**config.mk**
```make
export PLATFORM = sky130hd
export DESIGN_NAME = image_mem_arbiter
export DESIGN_NICKNAME = d
export VERILOG_FILES = /design/src/rtl/image_mem_arbiter.sv
export SDC_FILE = /design/constraint.sdc
export NUM_CORES = 1
export LEC_CHECK = 0
export BUFFER_PORTS_ARGS = -buffer_cell sky130_fd_sc_hd__clkbuf_2
export CAP_MARGIN = 20
export CORE_UTILIZATION = 47
export CTS_CLUSTER_SIZE = 28
export DETAILED_ROUTE_END_ITERATION = 6
export PLACE_DENSITY = 0.87
export SYNTH_ARGS = -nofsm -noshare
export SYNTH_HDL_FRONTEND = slang
export SYNTH_SLANG_ARGS = --single-unit
```
**constraint.sdc**
```tcl
create_clock -name clk50 -period 2 [get_ports clk50]
set_clock_uncertainty 0.05 [all_clocks]
set_input_delay 0.1 -clock clk50 [delete_from_list [all_inputs] [get_ports clk50]]
set_output_delay 0.1 -clock clk50 [all_outputs]
set_load 0.05 [all_outputs]
```
**src/rtl/image_mem_arbiter.sv**
```systemverilog
// Shares the single-port image memory between the SDRAM loader (writes) and the
// VGA display (reads), sequencing image loads through an IDLE/LOAD/RUN machine.
module image_mem_arbiter #(
  parameter int ADDR_W   = 9,
  parameter int DATA_W   = 24,
  parameter int N_WORDS  = 512,
  parameter int MAX_WAIT = 4
) (
  input  logic              clk50,
  input  logic              reset,
  input  logic              start,
  input  logic              ld_req,
  input  logic [ADDR_W-1:0] ld_addr,
  input  logic [DATA_W-1:0] ld_din,
  output logic              ld_gnt,
  input  logic              disp_req,
  input  logic [ADDR_W-1:0] disp_addr,
  output logic              disp_gnt,
  output logic [DATA_W-1:0] disp_rdata,
  output logic              disp_valid,
  output logic [ADDR_W-1:0] mem_a,
  output logic              mem_we,
  output logic [DATA_W-1:0] mem_din,
  input  logic [DATA_W-1:0] mem_dout,
  output logic              load_done,
  output logic              ld_err
);
  localparam int CNT_W  = $clog2(N_WORDS + 1);
  localparam int WAIT_W = $clog2(MAX_WAIT + 1);
  localparam logic [ADDR_W:0]   ADDR_LIMIT = (ADDR_W + 1)'(N_WORDS);
  localparam logic [CNT_W-1:0]  LAST_COUNT = CNT_W'(N_WORDS - 1);
  localparam logic [WAIT_W-1:0] WAIT_LIMIT = WAIT_W'(MAX_WAIT);

  typedef enum logic [1:0] {IDLE, LOAD, RUN} state_t;

  state_t            state;
  logic [CNT_W-1:0]  ld_count;
  logic [WAIT_W-1:0] wait_cnt;
  logic              rd_pend;
  logic              ld_elig;
  logic              disp_elig;
  logic              ld_win;
  logic              disp_win;
  logic              ld_in_range;
  logic              write_done;
  logic              load_finish;

  // A request seen while its own grant is high is the one just served.
  always_comb begin
    // NOTE: defaults first so every path assigns every output; otherwise a latch is inferred.
    ld_win    = 1'b0;
    disp_win  = 1'b0;
    ld_elig   = ld_req && !ld_gnt && (state == LOAD);
    disp_elig = disp_req && !disp_gnt;
    if (state == LOAD) begin
      if (disp_elig && (!ld_elig || wait_cnt == WAIT_LIMIT)) disp_win = 1'b1;
      else                                                   ld_win   = ld_elig;
    end else begin
      disp_win = disp_elig;
    end
  end

  assign ld_in_range = {1'b0, ld_addr} < ADDR_LIMIT;
  // mem_we is only ever raised for an in-range loader grant, so it marks a counted write.
  assign write_done  = (state == LOAD) && mem_we;
  assign load_finish = write_done && (ld_count == LAST_COUNT) && !start;

  always_ff @(posedge clk50) begin
    if (reset) begin
      state      <= IDLE;
      ld_count   <= '0;
      wait_cnt   <= '0;
      rd_pend    <= 1'b0;
      ld_gnt     <= 1'b0;
      disp_gnt   <= 1'b0;
      disp_rdata <= '0;
      disp_valid <= 1'b0;
      mem_a      <= '0;
      mem_we     <= 1'b0;
      mem_din    <= '0;
      load_done  <= 1'b0;
      ld_err     <= 1'b0;
    end else begin
      // NOTE: non-blocking so every register samples pre-edge values regardless of statement order.
      ld_gnt   <= ld_win;
      disp_gnt <= disp_win;
      mem_we   <= ld_win && ld_in_range;
      if (ld_win) begin
        mem_a   <= ld_addr;
        mem_din <= ld_din;
      end else if (disp_win) begin
        mem_a <= disp_addr;
      end
      if (ld_win && !ld_in_range) ld_err <= 1'b1;

      // Memory returns data one cycle after the issue cycle; capture it the cycle after that.
      rd_pend    <= disp_gnt;
      disp_valid <= rd_pend;
      if (rd_pend) disp_rdata <= mem_dout;

      if (state != LOAD || disp_win || load_finish) wait_cnt <= '0;
      else if (disp_elig && wait_cnt != WAIT_LIMIT) wait_cnt <= wait_cnt + 1'b1;

      case (state)
        IDLE: begin
          if (start) begin
            state    <= LOAD;
            ld_count <= '0;
          end
        end
        LOAD: begin
          if (start) begin
            ld_count <= '0;
          end else if (write_done) begin
            ld_count <= ld_count + 1'b1;
            if (load_finish) begin
              state     <= RUN;
              load_done <= 1'b1;
            end
          end
        end
        RUN: begin
          if (start) begin
            state     <= LOAD;
            ld_count  <= '0;
            load_done <= 1'b0;
          end
        end
        default: state <= IDLE;
      endcase
    end
  end
endmodule

```
==> impl_metrics.ini <==
[placement]
dpl.hpwl_um = 4980
io_buffers = 132
place_congestion = 0.914

[worst_setup_path]
r2r_start = wait_cnt[0]
worst-path-stages = 7
criticalPathCategory = register to register
arrival_ns = 2.04
crit_family = compound AO/OA/AOI/OAI gates
rr_worst_depth = 7
path_max_fanout = 24
crit_path_end_kind = register
cpMostUsedCell = nand2_1
cp_data_required_time_ns = 2.19
rrSetupSlack_ns = 0.16
cp.buffers_inverters = 2
cpPeakStageDelay_ns = 0.33
rr_endpoint = mem_din[3]
critPathLaunchType = register
crit_chain = inv_1, ha_1, nand2_1, o21ai_4, buf_6, nand2_1, a21oi_1
crit_slowest_cell = o21ai_4

[sta]
final.min_clock_period_ns = 1.84
slew_headroom_pct = 55.3
tns_ns = 0
post-route-period-util_pct = 92.2
rsz0062_at_grt = false
slew_violations = 0
worst_slew_pin_slew_ns = 0.670
finalSetupViolCount = 0
hold_viol = 0
clock.fmax_ghz = 0.542

[routing]
drt_iter0_drc = 149
vias = 3265
antenna_left = 0
routed_wl_um = 9300
drt-pass1-iter-count = 4
wl_per_cell_um = 15.1
vias_per_cell = 5.31
remaining_drc_errors = 0

[worst_hold_path]
hp-class = primary input to register
holdPathEnd = load_done
hold_path_depth = 2
min_from = start

[outcome]
status = finished clean

[global_routing]
grt_use_total_pct = 27.3
antenna_found_initial = 0
grt_max_degree = 67
overflow = 0
grt_pass1_vias = 3207
grt_pass1_wl_um = 15200

[floorplan]
fp.dieW_um = 82.9
placementRows = 29
start_util_pct = 48.5
ioPinCount = 134
core-area_um2 = 6350
die_y_um = 82.9
die-area_um2 = 6880

[yosys]
syn_area_um2 = 3080
yosys.area.top_type_share_pct = 50.1
avgSynthCellArea_um2 = 8.98
synth_area_leaders = dfxtp_1 (50%), nand2_1 (8.9%), mux2i_1 (8.1%)
syn_nets = 417
synth-seq-area-share_pct = 50.1
synth-main-ff-cell = dfxtp_1
yosysTopAreaCell = dfxtp_1
synth_cell_types = 46
yosys_warnings = 0
synth_edf_count = 0
synth-seq-cells = 77
syn_inst = 343
async_reset_ff_share_pct = 0

[finish]
fin_nets = 607
diodes = 0
area_growth_pct = 49.1
final_cell_mix = clkbuf_2 (132), dfxtp_1 (77), nand2_1 (73)
drive_above_1_share_pct = 29.9
mostFrequentLayoutCell = clkbuf_2

[power_and_ir_drop]
p_leak_uw = 0.00199
power_uw = 3350
peakVddDrop_uv = 544
power_density_nw_per_um2 = 729

[clock_tree]
insertion_delay_ns = 0.33
numCtsBuffers = 9
htreeDepth = 3
clock_path_buffers = 2
cts_sinks = 77
clk_pin_slew_ns = 0.08
cts_root_buffer = clkbuf_8
cts_tree = done

[flow_run]
maxCapViolCount = 0
==> logic make-up after synthesis <==
logic type      Yosys count  synth area share, %
simple gates            148                 21.9
flops                    77                 50.1
compound gates           53                 11.7
buf+inv                  28                 4.63
mux                      25                 8.13
xor+xnor                  8                 2.28
fa+ha+maj                 3                 1.22
other cells               1                0.122
==> cell usage after synthesis, types with 2 or more instances <==
cell type / n
a21oi_1: 30
a311oi_1: 11
a31oi_1: 2
and3_1: 2
buf_2: 8
buf_4: 5
clkbuf_1: 7
dfxtp_1: 77
ha_1: 3
inv_1: 5
mux2i_1: 25
nand2_1: 73
nand3_1: 5
nand4_1: 4
nor2_1: 44
nor2b_1: 4
nor3_1: 2
or3_1: 2
xnor2_1: 3
xor2_1: 5
==> repair_timing <==
item,in CTS,in global routing
hold endpoints to repair,57,0
hold buffers,66,0
buffers inserted,0,0
resized for setup,0,1
setup endpoints to repair,0,1
==> per-layer routing <==
layer	share of wire, %	track usage [%]	vias to the layer above
met5	0	0	-
met4	3.1	12.2	0
met3	8.0	6.46	33
met2	50	48.2	204
met1	39	31.1	1494
li1	-	-	1534
==> where the power goes <==
| part | switching [uW] | total [uW] | internal [uW] |
|---|---|---|---|
| clock | 572 | 1060 | 491 |
| combinational | 407 | 649 | 243 |
| sequential | 41.8 | 1630 | 1590 |
| total | 1020 | 3350 | 2330 |
==> flip-flops by register name, indices dropped and copies added, names as in the netlist <==
| name | count |
|---|---|
| mem_we | 1 |
| disp_rdata | 24 |
| ld_count | 10 |
| disp_valid | 1 |
| rd_pend | 1 |
| mem_a | 9 |
| mem_din | 24 |
| wait_cnt | 3 |
| disp_gnt | 1 |
| load_done | 1 |
| state | 2 |
==> layout make-up <==
type,instances,area (um^2)
Fill cell,423,1760
Sequential cell,77,1540
Multi-Input combinational cell,238,1400
Timing Repair Buffer,202,1360
Clock buffer,10,138
Tap cell,77,96.3
Clock inverter,6,46.3
Inverter,5,18.8
==> per-stage QoR <==
step           instance area [um^2]  hold slack (ns)  instances  setup WS (ns)  util (%)
5_1_grt                        4590           0.0606        615         0.0523      72.3
3_3_place_gp                   3740            0.275        533          0.332      58.9
4_1_cts                        4590           0.0465        615          0.193      72.2
2_1_floorplan                  3080            0.186        343          0.326         -
6_report                       4590           0.0649        615          0.156      72.3
3_5_place_dp                   3740            0.281        533          0.211      58.9
==> worst max path at each step <==
stage | start | endpoint
2_1_floorplan | disp_gnt | mem_a[2]
3_3_place_gp | wait_cnt[0] | mem_din[6]
3_5_place_dp | wait_cnt[0] | mem_din[3]
4_1_cts | wait_cnt[0] | mem_din[3]
5_1_grt | wait_cnt[0] | mem_din[3]
6_report | wait_cnt[0] | mem_din[3]
No activity file was read; power rests on OpenSTA's default activity.
